### src/rtl/bram_wide_pkg.sv
// bram_wide_pkg: shared state encoding, latency constants and address helper
// for the wide-word BRAM front end.
`default_nettype none

package bram_wide_pkg;

  typedef enum logic [1:0] {
    IDLE  = 2'd0,
    ISSUE = 2'd1,
    DRAIN = 2'd2,
    DONE  = 2'd3
  } state_t;

  localparam int LAT_LOW  = 1;
  localparam int LAT_HIGH = 2;

  function automatic int unsigned base_addr(input int unsigned addr, input int unsigned pieces);
    return addr * pieces;
  endfunction

endpackage

`default_nettype wire

### src/rtl/bram_read_collector.sv
// bram_read_collector: tracks in-flight read pieces through the BRAM latency
// and assembles them into the wide response word.
`default_nettype none

module bram_read_collector #(
  parameter int BRAM_WIDTH   = 64,
  parameter int PIECES       = 4,
  parameter int READ_LATENCY = 2,
  parameter int TAG_W        = 2
) (
  input  logic                         clk_in,
  input  logic                         rst_in,
  input  logic                         issue_valid,
  input  logic [TAG_W-1:0]             issue_tag,
  input  logic [BRAM_WIDTH-1:0]        bram_dout,
  output logic                         last_captured,
  output logic [BRAM_WIDTH*PIECES-1:0] rsp_data_out
);

  logic [READ_LATENCY-1:0] vld_pipe;
  logic [TAG_W-1:0]        tag_pipe [READ_LATENCY];

  always_ff @(posedge clk_in or negedge rst_in) begin
    if (!rst_in) begin
      vld_pipe     <= '0;
      for (int i = 0; i < READ_LATENCY; i++) tag_pipe[i] <= '0;
      rsp_data_out <= '0;
    end else begin
      vld_pipe[0] <= issue_valid;
      tag_pipe[0] <= issue_tag;
      for (int i = 1; i < READ_LATENCY; i++) begin
        vld_pipe[i] <= vld_pipe[i-1];
        tag_pipe[i] <= tag_pipe[i-1];
      end
      // The oldest stage lines up with the BRAM data for that piece.
      if (vld_pipe[READ_LATENCY-1])
        rsp_data_out[tag_pipe[READ_LATENCY-1]*BRAM_WIDTH +: BRAM_WIDTH] <= bram_dout;
    end
  end

  assign last_captured = vld_pipe[READ_LATENCY-1] &&
                         (tag_pipe[READ_LATENCY-1] == TAG_W'(PIECES - 1));

endmodule

`default_nettype wire

### src/rtl/bram_wide_port.sv
// bram_wide_port: splits wide-word requests into per-piece BRAM port accesses
// with masked writes, latency-aware read assembly and range checking.
`default_nettype none

module bram_wide_port
  import bram_wide_pkg::*;
#(
  parameter int ADDRS          = 24,
  parameter int BRAM_WIDTH     = 64,
  parameter int PIECES         = 4,
  parameter int READ_LATENCY   = 2,
  localparam int ADDR_SIZE      = $clog2(ADDRS),
  localparam int BRAM_ADDR_SIZE = $clog2(ADDRS * PIECES),
  localparam int WIDTH          = BRAM_WIDTH * PIECES
) (
  input  logic                      clk_in,
  input  logic                      rst_in,
  input  logic [BRAM_WIDTH-1:0]     bram_dout,
  output logic [BRAM_ADDR_SIZE-1:0] bram_addr,
  output logic                      bram_we,
  output logic                      bram_regce,
  output logic [BRAM_WIDTH-1:0]     bram_din,
  input  logic                      req_valid_in,
  output logic                      req_ready_out,
  input  logic                      req_write_in,
  input  logic [ADDR_SIZE-1:0]      req_addr_in,
  input  logic [WIDTH-1:0]          req_data_in,
  input  logic [PIECES-1:0]         req_mask_in,
  output logic                      done_out,
  output logic                      err_out,
  output logic [WIDTH-1:0]          rsp_data_out
);

  localparam int TAG_W = (PIECES > 1) ? $clog2(PIECES) : 1;
  localparam logic [TAG_W-1:0] LAST_PIECE = TAG_W'(PIECES - 1);

  generate
    if (READ_LATENCY != LAT_LOW && READ_LATENCY != LAT_HIGH) begin : g_bad_latency
      $error("bram_wide_port: READ_LATENCY must be 1 or 2");
    end
  endgenerate

  state_t            state;
  logic [TAG_W-1:0]  piece;
  logic              is_write;
  logic [WIDTH-1:0]  data_q;
  logic [PIECES-1:0] mask_q;
  logic              last_captured;

  always_ff @(posedge clk_in or negedge rst_in) begin
    if (!rst_in) begin
      state         <= IDLE;
      piece         <= '0;
      is_write      <= 1'b0;
      data_q        <= '0;
      mask_q        <= '0;
      req_ready_out <= 1'b0;
      bram_addr     <= '0;
      bram_we       <= 1'b0;
      bram_regce    <= 1'b0;
      bram_din      <= '0;
      done_out      <= 1'b0;
      err_out       <= 1'b0;
    end else begin
      case (state)
        IDLE: begin
          if (req_valid_in && req_ready_out) begin
            req_ready_out <= 1'b0;
            is_write      <= req_write_in;
            if (32'(req_addr_in) >= ADDRS) begin
              state <= DONE;
            end else begin
              // Piece 0 goes on the bus at the acceptance edge; the rest shift out behind it.
              state      <= ISSUE;
              piece      <= '0;
              bram_addr  <= BRAM_ADDR_SIZE'(base_addr(32'(req_addr_in), PIECES));
              bram_din   <= req_data_in[BRAM_WIDTH-1:0];
              bram_we    <= req_write_in & req_mask_in[0];
              bram_regce <= 1'b1;
              data_q     <= req_data_in >> BRAM_WIDTH;
              mask_q     <= req_mask_in >> 1;
            end
          end else begin
            req_ready_out <= 1'b1;
          end
        end
        ISSUE: begin
          if (piece == LAST_PIECE) begin
            bram_we <= 1'b0;
            if (is_write) begin
              state      <= DONE;
              done_out   <= 1'b1;
              bram_regce <= 1'b0;
            end else begin
              state <= DRAIN;
            end
          end else begin
            piece     <= piece + 1'b1;
            bram_addr <= bram_addr + 1'b1;
            bram_din  <= data_q[BRAM_WIDTH-1:0];
            bram_we   <= is_write & mask_q[0];
            data_q    <= data_q >> BRAM_WIDTH;
            mask_q    <= mask_q >> 1;
          end
        end
        DRAIN: begin
          if (last_captured) begin
            state      <= DONE;
            done_out   <= 1'b1;
            bram_regce <= 1'b0;
          end
        end
        DONE: begin
          // Completions arrive with done_out already set; a rejected request raises it here.
          if (done_out) begin
            done_out      <= 1'b0;
            err_out       <= 1'b0;
            state         <= IDLE;
            req_ready_out <= 1'b1;
          end else begin
            done_out <= 1'b1;
            err_out  <= 1'b1;
          end
        end
        default: state <= IDLE;
      endcase
    end
  end

  bram_read_collector #(
    .BRAM_WIDTH  (BRAM_WIDTH),
    .PIECES      (PIECES),
    .READ_LATENCY(READ_LATENCY),
    .TAG_W       (TAG_W)
  ) u_collector (
    .clk_in       (clk_in),
    .rst_in       (rst_in),
    .issue_valid  ((state == ISSUE) && !is_write),
    .issue_tag    (piece),
    .bram_dout    (bram_dout),
    .last_captured(last_captured),
    .rsp_data_out (rsp_data_out)
  );

endmodule

`default_nettype wire

### config.mk
export PLATFORM = sky130hd
export DESIGN_NAME = bram_wide_port
export DESIGN_NICKNAME = d
export VERILOG_FILES = /design/src/rtl/bram_wide_pkg.sv /design/src/rtl/bram_read_collector.sv /design/src/rtl/bram_wide_port.sv
export SDC_FILE = /design/constraint.sdc
export NUM_CORES = 1
export LEC_CHECK = 0
export CAP_MARGIN = 20
export CORE_MARGIN = 10
export CORE_UTILIZATION = 25
export CTS_CLUSTER_SIZE = 12
export DETAILED_ROUTE_END_ITERATION = 10
export PLACE_DENSITY = 0.48
export SYNTH_ARGS = -nofsm -noshare
export SYNTH_HDL_FRONTEND = slang
export SYNTH_HIERARCHICAL = 1
export SYNTH_SLANG_ARGS = --single-unit
### constraint.sdc
create_clock -name clk_in -period 2.7 [get_ports clk_in]
set_input_delay 0.54 -clock clk_in [delete_from_list [all_inputs] [get_ports clk_in]]
set_output_delay 0.54 -clock clk_in [all_outputs]
set_load 0.1 [all_outputs]
Word-level counts from Yosys, hierarchy flattened
Index checks and enable logic that the tools add are counted.
{"block": "classes", "n_reduce_logical": 16, "shift": 2, "bitwise_logic": 2, "div_mod_pow": 0, "magnitude_cmp": 1, "mux": 46, "n_eq_ne": 12, "addsub": 3, "mul": 0}
{"cell": "2-to-1 mux 256 bit", "n": 3}
{"cell": "case mux 256 bit (2 select lines)", "n": 1}
{"cell": "bitwise mux 256 bit", "n": 1}
{"cell": "variable shift 64 x 34 -> 256 bit, first input constant", "n": 1}
{"cell": "variable part select 64 x 34 -> 256 bit", "n": 1}
{"cell": "2-to-1 mux 64 bit", "n": 3}
{"cell": "case mux 64 bit (2 select lines)", "n": 1}
{"cell": "negator 8 -> 34 bit", "n": 1}
{"cell": "2-to-1 mux 7 bit", "n": 3}
{"cell": "2-to-1 mux 2 bit", "n": 8}
{"cell": "2-to-1 mux 1 bit", "n": 15}
{"cell": "!= test 2 bit, second input constant", "n": 7}
{"cell": "case mux 7 bit (2 select lines)", "n": 1}
{"cell": "2-to-1 mux 4 bit", "n": 3}
{"cell": "AND reduction 4 bit", "n": 3}
{"cell": "== test 2 bit, second input constant", "n": 4}
{"cell": "case mux 2 bit (4 select lines)", "n": 1}
{"cell": "case mux 4 bit (2 select lines)", "n": 1}
{"cell": "adder 7 x 1 -> 7 bit, second input constant", "n": 1}
{"cell": "case mux 1 bit (3 select lines)", "n": 2}
{"cell": "AND reduction 6 bit", "n": 1}
{"cell": "nonzero test 3 bit", "n": 2}
{"cell": "greater-or-equal comparator 5 bit, second input constant", "n": 1}
{"cell": "case mux 1 bit (2 select lines)", "n": 2}
{"cell": "10 further kinds", "n": 15}
{"block": "word_totals", "reg_bits": 603, "elab_cells": 98, "inputBits": 333, "mem_count": 0, "mem_bits_ro": 0, "mem_bits_rw": 0, "output_inout_bits": 332, "latchBits": 0}

Longest topological paths before layout
{"block": "depth", "word_depth": 4, "depth_mapped": 9, "depth_no_buf": 7}

Cells and area by module
Netlist, hierarchy kept.
{"module": "bram_wide_port", "seq_area_each_um2": 6906.6, "cells_per_inst": 899, "n_inst": 1, "area_each_um2": 13509.2}
{"module": "bram_read_collector", "seq_area_each_um2": 6556.3, "cells_per_inst": 694, "n_inst": 1, "area_each_um2": 9948.3}

Least setup slack after synthesis
No wires, ideal clock.
{"block": "synth_timing", "kind": "register to register", "from": "register req_ready_out", "to": "register bram_din[26]", "period_less_slack_ns": 2.403, "stages_incl_launch_ff": 7, "arrival_time_ns": 2.277, "n_path_buf": 2, "setup_time_ns": 0.126, "t_required_ns": 2.574, "slack_ns": 0.297, "path_cell_list": "dfrtp_1 > and2_1 > a31oi_4 > a21oi_4 > buf_6 > buf_6 > mux2_4"}
{"block": "synth_via", "elab_chain_cells": 3}
{"item": "from (decl)", "line_no": "bram_wide_port.sv:24", "rtl": "output logic req_ready_out,"}
{"item": "from (signal assigned)", "line_no": "bram_wide_port.sv:57", "rtl": "req_ready_out <= 1'b0;"}
{"item": "from (signal assigned)", "line_no": "bram_wide_port.sv:68", "rtl": "req_ready_out <= 1'b0;"}
{"item": "from (signal assigned)", "line_no": "bram_wide_port.sv:84", "rtl": "req_ready_out <= 1'b1;"}
{"item": "logical AND 1 bit", "line_no": "bram_wide_port.sv:67", "rtl": "if (req_valid_in && req_ready_out) begin"}
{"item": "!= test 2 bit (no source line)"}
{"item": "AND reduction 4 bit (no source line)"}
{"item": "to (signal assigned)", "line_no": "bram_wide_port.sv:77", "rtl": "bram_din <= req_data_in[BRAM_WIDTH-1:0];"}
{"item": "to (signal assigned)", "line_no": "bram_wide_port.sv:100", "rtl": "bram_din <= data_q[BRAM_WIDTH-1:0];"}
{"item": "to (decl)", "line_no": "bram_wide_port.sv:22", "rtl": "output logic [BRAM_WIDTH-1:0] bram_din,"}
Every way passes these cells.
A chain may end at the register's enable or synchronous reset.

Worst setup path after layout
{"block": "layout_timing", "from": "register state[1]", "to": "register data_q[139]"}
{"block": "layout_via", "elab_chain_cells": 3, "word_cells_on_any_way": 8, "classes_between": "eq/ne: 4; mux: 1; reduce/logical: 3"}
{"item": "from (decl)", "line_no": "bram_wide_port.sv:43", "rtl": "state_t state;"}
{"item": "from (signal assigned)", "line_no": "bram_wide_port.sv:52", "rtl": "state <= IDLE;"}
{"item": "from (signal assigned)", "line_no": "bram_wide_port.sv:71", "rtl": "state <= DONE;"}
{"item": "from (signal assigned)", "line_no": "bram_wide_port.sv:74", "rtl": "state <= ISSUE;"}
{"item": "== test 2 x 1 -> 1 bit or logical NOT 2 bit (tied branches)", "line_no": "bram_wide_port.sv:65", "rtl": "case (state)"}
{"item": "!= test 2 bit (no source line) or nonzero test 2 bit (tied branches)"}
{"item": "AND reduction 4 bit (no source line)"}
{"item": "to (signal assigned)", "line_no": "bram_wide_port.sv:80", "rtl": "data_q <= req_data_in >> BRAM_WIDTH;"}
{"item": "to (signal assigned)", "line_no": "bram_wide_port.sv:102", "rtl": "data_q <= data_q >> BRAM_WIDTH;"}
{"item": "to (decl)", "line_no": "bram_wide_port.sv:46", "rtl": "logic [WIDTH-1:0] data_q;"}
Parallel ways exist; a longest one is shown, timed or not.

==> impl_results.md <==
* Outcome: completed
* Final WL at 91200 um
* Slew Viols, Final at 0
* Detail Route Antenna Nets at 0
* Seq/Total Area, Yosys at 57.4%
* IO buf count at 664
* Initial core utilization at 25.2%
* Psw at 4100 uW
* CP Capture Type: flip-flop
* CTS tree: done
* # clock sinks at 538
* First-pass GRT wire length at 134000 um
* Setup bufs post-CTS at 0
* Num ports at 665
* Max_cap viols at 0
* Cell Area, Synth at 0.0235 mm^2
* Sw Ratio at 22.3%
* Pwr Density at 551 mW/mm^2
* Critical path launch point type: flip-flop
* Leakage at 0.0152 uW
* Vias/cell at 4.82
* Slew @ Worst Pin at 1.06 ns
* Die H at 326 um
* Core Box Area at 0.0932 mm^2
* Die W at 326 um
* CTS Buffer Depth at 3
* Clk_skew at 0.0244 ns
* HP Class: reg -> reg
* Largest net degree at the start of global routing at 113
* Final setup fails at 0
* #FFs+latches synth at 538
* DP Area at 0.0311 mm^2
* Reg-to-reg startpoint: state[1]
* Part of the power in the clock network at 50.8%
* Hold_ws at 0.363 ns
* EDFF count, synth at 0
* Cell count after synthesis at 1593
* Layout area overhead at 42.4%
* WL met3 at 8980 um
* R2R setup slack at 0.20 ns
* Req. time, crit path at 3.16 ns
* Cell taking the most area after synthesis: dfrtp_1
* Hold depth at 0
* Tmin final at 2.50 ns
* Most used DFF post-synth: dfrtp_1
* GRT Overall Usage at 16.5%
* Cell area after layout at 0.0334 mm^2
* YS warnings at 6
* Worst-path clk slew at 0.06 ns
* Mapped Avg Cell Area at 14.7 um^2
* Pint at 14300 uW
* Final Hold Violating Endpoints at 0
* Grt total ovfl at 0
* Hold_sp: u_collector/vld_pipe[0]
* Setup_tns at 0 ns
* Number of global-route vias before repair at 18900
* Iteration-0 DRC Markers at 1042
* Maximum operating frequency at 400 MHz
* CP arrival at 2.96 ns
* Core Rows at 112
* Clk_lat worst skew at 0.60 ns
* Endpoint, Worst Hold: u_collector/vld_pipe[1]
* Rel. slew slack at 29.5%
* Cts repair resizes at 0
* Synth cell types at 54
* WL met2 at 41400 um
* Register share of total power at 43.8%
* H-tree depth at 3
* Fill cell count at 9118
* DP HPWL at 66400 um
* R2R cell count at 8
* Global placement routability congestion at 0.827
* Final Cycle Share at 92.5%
* Area contributors post-synth: dfrtp_1, mux2_2, mux2_4
* VDD IR-drop max at 0.307 mV
* Worst-path fanout max at 65
* RSZ-0062 raised after global routing: no
* R2R Path End: data_q[139]
* Syn Nets at 1937
* Type of the worst setup path: reg -> reg
* Initial antenna violation count at 20
* # DRC at 0
* Die area at 0.106 mm^2
* Routed met1 length at 38400 um
* Comb power frac at 5.4%
* Root Driver: clkbuf_16
* Wire length per cell at 25.6 um
* Cts bufs inserted at 67
* Ys async rst share at 100%
* Fraction of layout cells with a size suffix above 1 at 40.3%
* Pre-antenna DRT Iters at 5
* Layout Nets at 2592
* Highest Signal Layer: met5
* Top cell type's share of synthesized area at 57.4%
* DR vias at 17100
[stage by stage]
stage	util, %	power, uW	std cells	worst slack [ns]
after floorplan	-	8360	1593	0.297
after global placement	33.4	9220	3432	0.0131
after detailed placement	33.4	9230	3432	0.00911
after CTS	35.8	18800	3554	0.195
after global routing	35.8	19200	3555	0.0131
final	35.9	18400	3556	0.203
[power groups by stage]
| stage | combinational, uW | sequential, uW | clock (uW) |
|---|---|---|---|
| 2_1_floorplan | 146 | 8210 | 0 |
| 3_3_place_gp | 1010 | 8210 | 0 |
| 3_5_place_dp | 1020 | 8210 | 0 |
| 4_1_cts | 1020 | 8060 | 9710 |
| 5_1_grt | 1080 | 8060 | 10000 |
| 6_report | 998 | 8070 | 9360 |
[layer usage]
| layer | GRT usage [%] | vias up |
|---|---|---|
| met5 | 0 | - |
| li1 | - | 7463 |
| met1 | 20.4 | 8808 |
| met3 | 7.01 | 151 |
| met4 | 4.81 | 36 |
| met2 | 25.9 | 666 |
[cell type report]
type | count | area [um^2] | area share (%)
sequential | 538 | 13500 | 40.3
multi-input combinational | 892 | 9230 | 27.6
timing repair buffer | 736 | 6790 | 20.3
clock buffer | 98 | 2010 | 6.01
tap | 1254 | 1570 | 4.70
clock inverter | 23 | 292 | 0.873
inverter | 13 | 48.8 | 0.146
antenna | 2 | 5.00 | 0.0150
[Yosys cell counts (all sizes together) (2+ instances only)]
cell	n
nor2b	8
mux2	391
dfrtp	538
nand4	2
and4bb	2
a22o	67
nand2	21
a32o	192
a21o	4
inv	13
mux2i	2
a22oi	2
a21oi	9
buf	90
clkbuf	60
o21ai	4
a221oi	2
ha	11
nor3	6
nand3	64
and2	5
o22ai	3
o2bb2ai	64
nand4b	2
o31ai	2
a2bb2oi	2
nor2	11
[worst max-delay path by stage]
stage | start | to | slack, ns
final | state[1] | data_q[139] | 0.20
after global routing | state[0] | data_q[131] | 0.01
after CTS | state[0] | data_q[131] | 0.20
after detailed placement | req_addr_in[4] | bram_din[56] | 0.009
after global placement | req_addr_in[4] | bram_din[54] | 0.01
after floorplan | req_ready_out | bram_din[26] | 0.30
[flip-flops by register name (all words and copies together), names as in the netlist, 2 cells and up]
name	count
bram_din	64
mask_q	3
u_collector/vld_pipe	2
u_collector/rsp_data_out	256
piece	2
data_q	192
state	2
u_collector/tag_pipe	4
bram_addr	7
[cell usage in the layout, fill, tap and decap left out, types with 3 or more instances in the layout]
cell             count
nand2_1             17
clkinv_2             9
dfrtp_1            537
a21oi_1              7
o21ai_0              4
inv_1               12
clkbuf_16           70
nand3_1             64
clkbuf_1            13
clkdlybuf4s50_1    331
nor3_1               5
nand2_2              3
a21o_1               4
and2_1               4
a32o_1             192
ha_1                 9
mux2_4             149
clkbuf_8            15
nor2b_1              5
mux2_2             242
nor2_1              10
nor2b_4              3
inv_6                4
a22o_1              67
buf_12              34
buf_4              369
o2bb2ai_1           64
bufinv_16            5
[cell families (layout without fill, tap and decap cells)]
family,Yosys count,count (layout),share of synthesized area [%]
flip-flops,538,538,57.4
multiplexers,393,393,21.2
AO/OA/AOI/OAI,361,361,14.3
buffers and inverters,163,870,3.61
AND/OR/NAND/NOR,127,127,2.83
adder cells (fa/ha/maj),11,11,0.587
other,0,2,0
[what timing repair did]
action	in CTS	in global routing
endpoints found under the setup margin	0	0
endpoints found under the hold margin	34	0
hold buffers	1	0
[critical path, stage by stage (launching register included)]
cell,delay [ns]
dfrtp_1,0.43
inv_1,0.15
ha_1,0.45
buf_4,0.23
inv_2,0.09
nor3_2,0.30
o22ai_4,0.13
buf_12,0.21
a22o_1,0.30
Note: power is estimated with default switching activity, not from simulation.
